`src/rtl/id_alu_decode_pkg.sv`:
```
// Shared ALU operation codes, RV32I opcodes and ID/EX register layout,
// used by the decode stage and by the ALU.
package id_alu_decode_pkg;

    localparam logic [3:0] ALU_ADD  = 4'd0;
    localparam logic [3:0] ALU_SUB  = 4'd1;
    localparam logic [3:0] ALU_LUI  = 4'd2;
    localparam logic [3:0] ALU_AND  = 4'd3;
    localparam logic [3:0] ALU_XOR  = 4'd4;
    localparam logic [3:0] ALU_OR   = 4'd5;
    localparam logic [3:0] ALU_SLL  = 4'd6;
    localparam logic [3:0] ALU_SRL  = 4'd7;
    localparam logic [3:0] ALU_SRA  = 4'd8;
    localparam logic [3:0] ALU_SLT  = 4'd9;
    localparam logic [3:0] ALU_SLTU = 4'd10;

    localparam logic [6:0] OP_R      = 7'b0110011;
    localparam logic [6:0] OP_I      = 7'b0010011;
    localparam logic [6:0] OP_LUI    = 7'b0110111;
    localparam logic [6:0] OP_AUIPC  = 7'b0010111;
    localparam logic [6:0] OP_LOAD   = 7'b0000011;
    localparam logic [6:0] OP_STORE  = 7'b0100011;
    localparam logic [6:0] OP_BRANCH = 7'b1100011;
    localparam logic [6:0] OP_JAL    = 7'b1101111;
    localparam logic [6:0] OP_JALR   = 7'b1100111;

    localparam logic [6:0] FUNCT7_BASE = 7'b0000000;
    localparam logic [6:0] FUNCT7_ALT  = 7'b0100000;

    typedef enum logic [2:0] {
        IMM_ZERO,
        IMM_I,
        IMM_S,
        IMM_B,
        IMM_U,
        IMM_SHAMT,
        IMM_LINK
    } imm_sel_e;

    typedef struct packed {
        logic        valid;
        logic        illegal;
        logic [3:0]  alu_code;
        logic [31:0] imm;
        logic        src_a;
        logic        src_b;
        logic [31:0] pc;
    } idex_t;

    localparam idex_t IDEX_BUBBLE = '{
        valid:    1'b0,
        illegal:  1'b0,
        alu_code: ALU_ADD,
        imm:      32'd0,
        src_a:    1'b0,
        src_b:    1'b0,
        pc:       32'd0
    };

    // alt distinguishes sub from add and sra from srl; callers decide when it applies.
    function automatic logic [3:0] funct3_to_alu(input logic [2:0] funct3, input logic alt);
        case (funct3)
            3'b000:  return alt ? ALU_SUB : ALU_ADD;
            3'b001:  return ALU_SLL;
            3'b010:  return ALU_SLT;
            3'b011:  return ALU_SLTU;
            3'b100:  return ALU_XOR;
            3'b101:  return alt ? ALU_SRA : ALU_SRL;
            3'b110:  return ALU_OR;
            default: return ALU_AND;
        endcase
    endfunction

endpackage

```
`src/rtl/id_alu_decode_imm_gen.sv`:
```
// Combinational RV32I immediate generator: I/S/B/U formats, shift amount
// and the constant 4 used as the jump link value.
module imm_gen
    import id_alu_decode_pkg::*;
(
    input  logic [31:7] instr,
    input  imm_sel_e    sel,
    output logic [31:0] imm
);

    always_comb begin
        // NOTE: default assignment first so no path through the case can infer a latch.
        imm = 32'd0;
        case (sel)
            IMM_I:     imm = {{20{instr[31]}}, instr[31:20]};
            IMM_S:     imm = {{20{instr[31]}}, instr[31:25], instr[11:7]};
            IMM_B:     imm = {{19{instr[31]}}, instr[31], instr[7], instr[30:25], instr[11:8], 1'b0};
            IMM_U:     imm = {instr[31:12], 12'b0};
            IMM_SHAMT: imm = {27'b0, instr[24:20]};
            IMM_LINK:  imm = 32'd4;
            default:   imm = 32'd0;
        endcase
    end

endmodule

```
`src/rtl/id_alu_decode.sv`:
```
// RV32I decode stage feeding a registered ID/EX ALU control word.
// Define ILLEGAL_TRAP_EN to report undecodable instructions on illegal_o.
module id_alu_decode
    import id_alu_decode_pkg::*;
(
    input  logic        clk,
    input  logic        rst_n,
    input  logic [31:0] instr_i,
    input  logic [31:0] pc_i,
    input  logic        valid_i,
    input  logic        stall,
    input  logic        flush,
    output logic [3:0]  ALUCode,
    output logic [31:0] imm_o,
    output logic        ALUSrcA,
    output logic        ALUSrcB,
    output logic [31:0] pc_o,
    output logic        valid_o,
    output logic        illegal_o
);

    logic [6:0]  opcode;
    logic [2:0]  funct3;
    logic [6:0]  funct7;
    logic        is_shift;
    logic        illegal;
    logic [3:0]  alu_code;
    logic        src_a;
    logic        src_b;
    imm_sel_e    imm_sel;
    logic [31:0] imm;
    idex_t       dec;
    idex_t       q;

    assign opcode   = instr_i[6:0];
    assign funct3   = instr_i[14:12];
    assign funct7   = instr_i[31:25];
    assign is_shift = (funct3 == 3'b001) || (funct3 == 3'b101);

    always_comb begin
        alu_code = ALU_ADD;
        src_a    = 1'b0;
        src_b    = 1'b0;
        imm_sel  = IMM_ZERO;
        illegal  = 1'b0;
        case (opcode)
            OP_R: begin
                alu_code = funct3_to_alu(funct3, funct7[5]);
                illegal  = (funct7 != FUNCT7_BASE) &&
                           !((funct7 == FUNCT7_ALT) && (funct3 == 3'b000 || funct3 == 3'b101));
            end
            OP_I: begin
                // Bit 30 is immediate data for addi etc.; it only selects srai.
                alu_code = funct3_to_alu(funct3, (funct3 == 3'b101) && funct7[5]);
                src_b    = 1'b1;
                imm_sel  = is_shift ? IMM_SHAMT : IMM_I;
                illegal  = is_shift && (funct7 != FUNCT7_BASE) &&
                           !((funct7 == FUNCT7_ALT) && (funct3 == 3'b101));
            end
            OP_LUI: begin
                alu_code = ALU_LUI;
                src_b    = 1'b1;
                imm_sel  = IMM_U;
            end
            OP_AUIPC: begin
                src_a   = 1'b1;
                src_b   = 1'b1;
                imm_sel = IMM_U;
            end
            OP_LOAD: begin
                src_b   = 1'b1;
                imm_sel = IMM_I;
            end
            OP_STORE: begin
                src_b   = 1'b1;
                imm_sel = IMM_S;
            end
            OP_BRANCH: begin
                alu_code = ALU_SUB;
                imm_sel  = IMM_B;
            end
            OP_JAL, OP_JALR: begin
                src_a   = 1'b1;
                src_b   = 1'b1;
                imm_sel = IMM_LINK;
            end
            default: illegal = 1'b1;
        endcase

        // Anything undecodable becomes a plain rs1+rs2 add, trap or not.
        if (illegal) begin
            alu_code = ALU_ADD;
            src_a    = 1'b0;
            src_b    = 1'b0;
            imm_sel  = IMM_ZERO;
        end
    end

    imm_gen u_imm_gen (
        .instr (instr_i[31:7]),
        .sel   (imm_sel),
        .imm   (imm)
    );

    always_comb begin
        dec          = IDEX_BUBBLE;
        dec.valid    = 1'b1;
`ifdef ILLEGAL_TRAP_EN
        dec.illegal  = illegal;
`else
        dec.illegal  = 1'b0;
`endif
        dec.alu_code = alu_code;
        dec.imm      = imm;
        dec.src_a    = src_a;
        dec.src_b    = src_b;
        dec.pc       = pc_i;
    end

    // Priority: reset, then flush, then stall (hold), then load.
    always_ff @(posedge clk) begin
        // NOTE: non-blocking assignment keeps every flop sampling pre-edge values.
        if (!rst_n || flush) begin
            q <= IDEX_BUBBLE;
        end else if (!stall) begin
            q <= valid_i ? dec : IDEX_BUBBLE;
        end
    end

    assign ALUCode   = q.alu_code;
    assign imm_o     = q.imm;
    assign ALUSrcA   = q.src_a;
    assign ALUSrcB   = q.src_b;
    assign pc_o      = q.pc;
    assign valid_o   = q.valid;
    assign illegal_o = q.illegal;

endmodule

```
`config.mk`:
```
export PLATFORM = sky130hd
export DESIGN_NAME = id_alu_decode
export DESIGN_NICKNAME = d
export VERILOG_FILES = /design/src/rtl/id_alu_decode_pkg.sv /design/src/rtl/id_alu_decode_imm_gen.sv /design/src/rtl/id_alu_decode.sv
export SDC_FILE = /design/constraint.sdc
export NUM_CORES = 1
export LEC_CHECK = 0
export CORE_MARGIN = 2
export CORE_UTILIZATION = 25
export CTS_CLUSTER_DIAMETER = 60
export DETAILED_ROUTE_END_ITERATION = 6
export PLACE_DENSITY = 0.5
export SLEW_MARGIN = 20
export SYNTH_ARGS = -nofsm -noshare
export SYNTH_HDL_FRONTEND = slang
export SYNTH_HIERARCHICAL = 1
export SYNTH_SLANG_ARGS = --single-unit
```
`constraint.sdc`:
```
create_clock -name clk -period 3 [get_ports clk]
set_input_delay 0.6 -clock clk [delete_from_list [all_inputs] [get_ports clk]]
set_output_delay 0.6 -clock clk [all_outputs]
set_load 0.1 [all_outputs]
```
# Word level (Yosys, flattened, before mapping)
# Index checks and enable logic that the tools add are counted.
[word_totals] ff_bits=72 input_bits=69
[classes] n_eq_ne=22 n_mux=18 reduce_logical=19
[ops] cell="32-bit case mux with 6 select lines" count=1
[ops] cell="72-bit 2-to-1 mux" count=1
[ops] cell="4-bit case mux with 7 select lines" count=2
[ops] cell="7-bit by 6-bit equality test with 1-bit output, second input constant" count=4
[ops] cell="7-bit equality test, second input constant" count=3
[ops] cell="3-bit equality test, second input constant" count=6
[ops] cell="3-bit case mux with 6 select lines" count=1
[ops] cell="4-bit case mux with 4 select lines" count=1
[ops] cell="7-bit by 5-bit equality test with 1-bit output, second input constant" count=2
[ops] cell="7-bit OR reduction" count=2
[ops] cell="3-bit by 2-bit equality test with 1-bit output, second input constant" count=4
[ops] cell="4-bit 2-to-1 mux" count=3
[ops] cell="7-bit by 2-bit equality test with 1-bit output, second input constant" count=1
[ops] cell="7-bit nonzero test" count=1
[ops] cell="3-bit by 1-bit equality test with 1-bit output, second input constant" count=2
[ops] cell="1-bit logical AND" count=6
[ops] cell="1-bit 2-to-1 mux" count=6
[ops] cell="3-bit 2-to-1 mux" count=2
[ops] cell="2-bit OR reduction" count=2
[ops] cell="1-bit logical NOT" count=3
[ops] cell="3-bit logical NOT" count=1
[ops] cell="1-bit logical OR" count=3
[ops] cell="1-bit case mux with 3 select lines" count=1
[ops] cell="3-bit OR reduction" count=1

# Longest topological paths before layout
[depth] ltp_word=10 ltp_mapped=13 mapped_depth_nobuf=9

# By module
# Netlist, hierarchy kept.
[by_module_without_submodules] module="id_alu_decode" instances=1 cells_per_inst=294 area_each_um2=2660.1 seq_area_each_um2=1421.4
[by_module_without_submodules] module="imm_gen" instances=1 cells_per_inst=50 area_each_um2=394.1 seq_area_each_um2=0.0

# Worst setup path before layout
# No wires, ideal clock.
[synth_timing] path_kind="input-to-reg" start="input port instr_i[3]" end="register q, in the netlist imm_o[12]" setup_time_ps=128 t_arrival_ps=2551 path_slack_ps=321 path_stages=11 path_buffers=2 path_cell_list="and4bb_1 > nand2_2 > or3_1 > a21oi_1 > o21ba_4 > and2_4 > buf_6 > buf_8 > a21o_1 > a22oi_1 > nor2_1"
[synth_between] elab_chain_cells=7
[synth_lines] item="start: declaration" line_no="id_alu_decode.sv:8" rtl="input logic [31:0] instr_i,"
[synth_lines] item="7-bit equality test (tied with other cells)" line_no="id_alu_decode.sv:46" rtl="case (opcode)"
[synth_lines] item="7-bit OR reduction (no line) (tied with other cells)"
[synth_lines] item="1-bit case mux with 3 select lines / 3-bit case mux with 6 select lines (equally long branches)" line_no="id_alu_decode.sv:46"
[synth_lines] item="3-bit 2-to-1 mux *" line_no="id_alu_decode.sv:91" rtl="if (illegal) begin"
[synth_lines] item="via imm_sel[2]" line_no="id_alu_decode.sv:30" rtl="imm_sel_e imm_sel;"
[synth_lines] item="3-bit equality test (tied with other cells)" line_no="id_alu_decode_imm_gen.sv:14" rtl="case (sel)"
[synth_lines] item="32-bit case mux with 6 select lines *" line_no="id_alu_decode_imm_gen.sv:14"
[synth_lines] item="via imm[12]" line_no="id_alu_decode.sv:31" rtl="logic [31:0] imm;"
[synth_lines] item="72-bit 2-to-1 mux *" line_no="id_alu_decode.sv:126" rtl="q <= valid_i ? dec : IDEX_BUBBLE;"
[synth_lines] item="end signal: assignment" line_no="id_alu_decode.sv:126"
[synth_lines] item="end: declaration" line_no="id_alu_decode.sv:33" rtl="idex_t q;"
# Mark *: on every way through the listed nets, which the timed path passes. The rest lies on a longest branch.
# A chain may end at the register's enable or synchronous reset.

# Worst setup path after layout
[layout_timing] start="input port instr_i[28]" end="register q, in the netlist imm_o[27]"
[layout_between] elab_chain_cells=9
[layout_lines] item="7-bit by 6-bit equality test with 1-bit output" line_no="id_alu_decode.sv:50, id_alu_decode.sv:58"
[layout_lines] item="1-bit logical AND, on equally long branches" line_no="id_alu_decode.sv:58, id_alu_decode.sv:50"
[layout_lines] item="1-bit logical NOT, on equally long branches" line_no="id_alu_decode.sv:58, id_alu_decode.sv:50"
[layout_lines] item="1-bit logical AND, on equally long branches" line_no="id_alu_decode.sv:57, id_alu_decode.sv:49"
[layout_lines] item="1-bit case mux with 3 select lines *" line_no="id_alu_decode.sv:46"
[layout_lines] item="3-bit 2-to-1 mux *" line_no="id_alu_decode.sv:91"
[layout_lines] item="via imm_sel[2]" line_no="id_alu_decode.sv:30"
[layout_lines] item="3-bit equality test (tied with other cells)" line_no="id_alu_decode_imm_gen.sv:14"
[layout_lines] item="32-bit case mux with 6 select lines *" line_no="id_alu_decode_imm_gen.sv:14"
[layout_lines] item="via imm[27]" line_no="id_alu_decode.sv:31"
[layout_lines] item="72-bit 2-to-1 mux *" line_no="id_alu_decode.sv:126"
# Marks and branches as above.

==> results.md <==
* Ys Warns at 6
* IO Port Bufs at 139
* Gr usage total at 14.50%
* Post-CTS Setup Inserts at 0
* CTS tree: built
* Critical path class: primary input to flop
* Number of global-route vias before repair at 2812
* FP Rows at 40
* Drt pass-1 iters at 4
* Area delta synth->final at 57.48%
* Status: finished, final reports clean
* Largest net degree at the start of global routing at 72
* Synthesis-stage register bit count at 71
* Fmax at 0.3633 GHz
* Max FO, Critical Path at 19
* Die height at 114.5 um
* Via count at 2983
* Top cell type's share of synthesized area at 46.54%
* IO Count at 141
* Commonest non-fill, non-tap cell in the layout: buf_4
* Post-CTS Resized at 0
* Routability cong. at 0.7909
* Worst Hold Slack at 468.3 ps
* FF+latch area at 1421 sq um
* Syn_nets at 413
* Final setup fails at 0
* Sequential-to-total area share from yosys stat at 46.54%
* CP arrival at 2970 ps
* RSZ-0062 raised after global routing: no
* Floorplan die width at 114.5 um
* Starting Density at 25.53%
* Final worst path period need at 2753 ps
* Clk sinks at 71
* First-pass GRT wire length at 14.91 mm
* Final Slew Violations at 0
* CTS Buffer Depth at 2
* Worst r2r src: pc_o[25]
* Initial antenna violation count at 0
* Largest cells by area after synthesis: dfxtp_1, a22oi_1, nor2_1
* Final Hold Fails at 0
* H-Tree Depth at 3
* CORE AREA at 11960 sq um
* Post-synth EDFFs at 0
* R2r endpoint: pc_o[25]
* Async S/R FF share, synth at 0%
* Period utilization at 91.76%
* Vias per cell at 4.668
* Synth Instances at 344
* Mapped Area at 3054 sq um
* Antenna viol nets, final at 0
* Root buffer cell: clkbuf_16
* Die ar. at 13120 sq um
* Mean area per synthesized cell at 8.878 sq um
* Req. time, crit path at 3220 ps
* Crit path launch type: primary input
* Later-pin clock latency in the skew report at 330 ps
* GRT overflow at 0
* Worst hold path endpoint: ALUSrcA
* DRT Wirelength at 9.737 mm
* Share of cells above drive strength 1 at 27.44%
* Multi-input gate area at 1475 sq um
* Yosys cell types at 47
* Worst VDD drop at 0.3057 mV
* Most frequent cells in the layout: buf_4, dfxtp_1, nor2_1, clkdlybuf4s50_1, a22oi_1
* Max cap viols at 0
* Wire per inst at 15.24 um
* Hold Path Class: flop to flop
* DRC errors left at 0
* Reg clk slew, reported paths at 60 ps
* Overall Power at 2.371 mW
* Fill cells at 1190
* Detailed placer's ending HPWL at 6.824 mm
* Initial drt markers at 193
* Leakage at 2.015 nW
* Tightest Pin Transition at 756.0 ps
* Ant diodes at 0
* Synth area leader: dfxtp_1
* Hold_sp: ALUSrcA
* Total power per unit cell area at 493.0 nW/um^2
* Worst slew margin at 49.60%
* Final Non-Filler Cells at 639
* Critical Path End Type: flop
* Final setup TNS at 0 ps
* Reg2reg setup slack at 2320 ps
* Hold depth at 2
* Prevailing post-synth register cell: dfxtp_1
* Nets@finish at 556
* FF-to-FF path depth at 2
* # hold bufs at CTS at 0
* Worst Skew at 0 ps
* Final core utilization at 40.21%
* Total CTS buffers at 9
* DP Cell Count at 623
[cell usage after synthesis, types with 2 or more instances]
cell	n
nand2_1	8
and2_2	6
inv_1	2
nor2_1	71
a21o_2	8
a21oi_1	4
buf_1	7
o21ai_0	6
mux2i_1	2
nand2b_1	3
a21o_1	11
dfxtp_1	71
a31oi_1	2
clkbuf_1	16
buf_4	2
a22oi_1	65
a22o_1	3
buf_2	3
buf_6	3
nand3_1	8
o21ai_1	5
nor3_1	2
nor2b_1	12
[through the flow]
| step | worst slack (ps) | cell area, sq um |
|---|---|---|
| 4_1_cts | 185.9 | 4810 |
| 6_report | 247.2 | 4810 |
| 3_3_place_gp | -142.1 | 4509 |
| 2_1_floorplan | 321.0 | 3054 |
| 5_1_grt | 102.2 | 4810 |
| 3_5_place_dp | -168.6 | 4509 |
[cell type report]
cell class / instances / share of cell area [%]
Clock buffer: 11 / 5.047
Inverter: 2 / 0.1561
Multi-Input combinational cell: 239 / 30.67
Clock inverter: 5 / 1.197
Sequential cell: 71 / 29.55
Tap cell: 147 / 3.824
Timing Repair Buffer: 164 / 29.55
[cells by family (layout without fill, tap and decap cells)]
logic type | count (synthesis) | in the layout | share of synthesized area (%)
AOI/OAI and AO/OA | 115 | 115 | 28.19
muxes | 2 | 2 | 0.6555
other | 1 | 1 | 0.1228
and+or+nand+nor | 120 | 120 | 18.56
buffers and inverters | 34 | 182 | 5.653
xor gates and xnor gates | 1 | 1 | 0.2868
DFF | 71 | 71 | 46.54
[metal layers]
metal | up-vias | part of all wire [%] | global-route usage [%]
li1 | 1512 | - | -
met5 | - | 0 | 0
met2 | 87 | 46 | 22.41
met4 | 0 | 1.7 | 5.285
met3 | 13 | 5.7 | 4.182
met1 | 1371 | 47 | 19.18
[worst max-delay path, stage by stage]
cell and delay [ps]:
clkdlybuf4s50_1 470, nor4_1 440, buf_4 180, a311oi_1 90
buf_4 160, a21oi_1 200, o21ba_4 190, and2_4 220
a21o_2 210, a22oi_1 150, nor2_1 60
[flip-flops by register name, summed over array words and instances, names as in the netlist]
name / flops
pc_o: 32
ALUSrcB: 1
valid_o: 1
imm_o: 32
ALUCode: 4
ALUSrcA: 1
[worst max path at each step]
stage           startpoint        end  slack (ps)  cells after the start
6_report       instr_i[28]  imm_o[27]         250                     11
5_1_grt        instr_i[28]  imm_o[24]         100                     11
4_1_cts        instr_i[28]  imm_o[27]         190                     11
3_5_place_dp   instr_i[28]  imm_o[27]        -170                     11
3_3_place_gp   instr_i[28]  imm_o[30]        -140                     11
2_1_floorplan   instr_i[3]  imm_o[12]         320                     11
[power by group]
part	internal (mW)	total, mW	switching [mW]
Clock	0.665	1.07	0.406
Combinational	0.146	0.342	0.196
Sequential	0.953	0.959	0.00520
Total	1.76	2.37	0.607
Note: power is estimated with default switching activity, not from simulation.
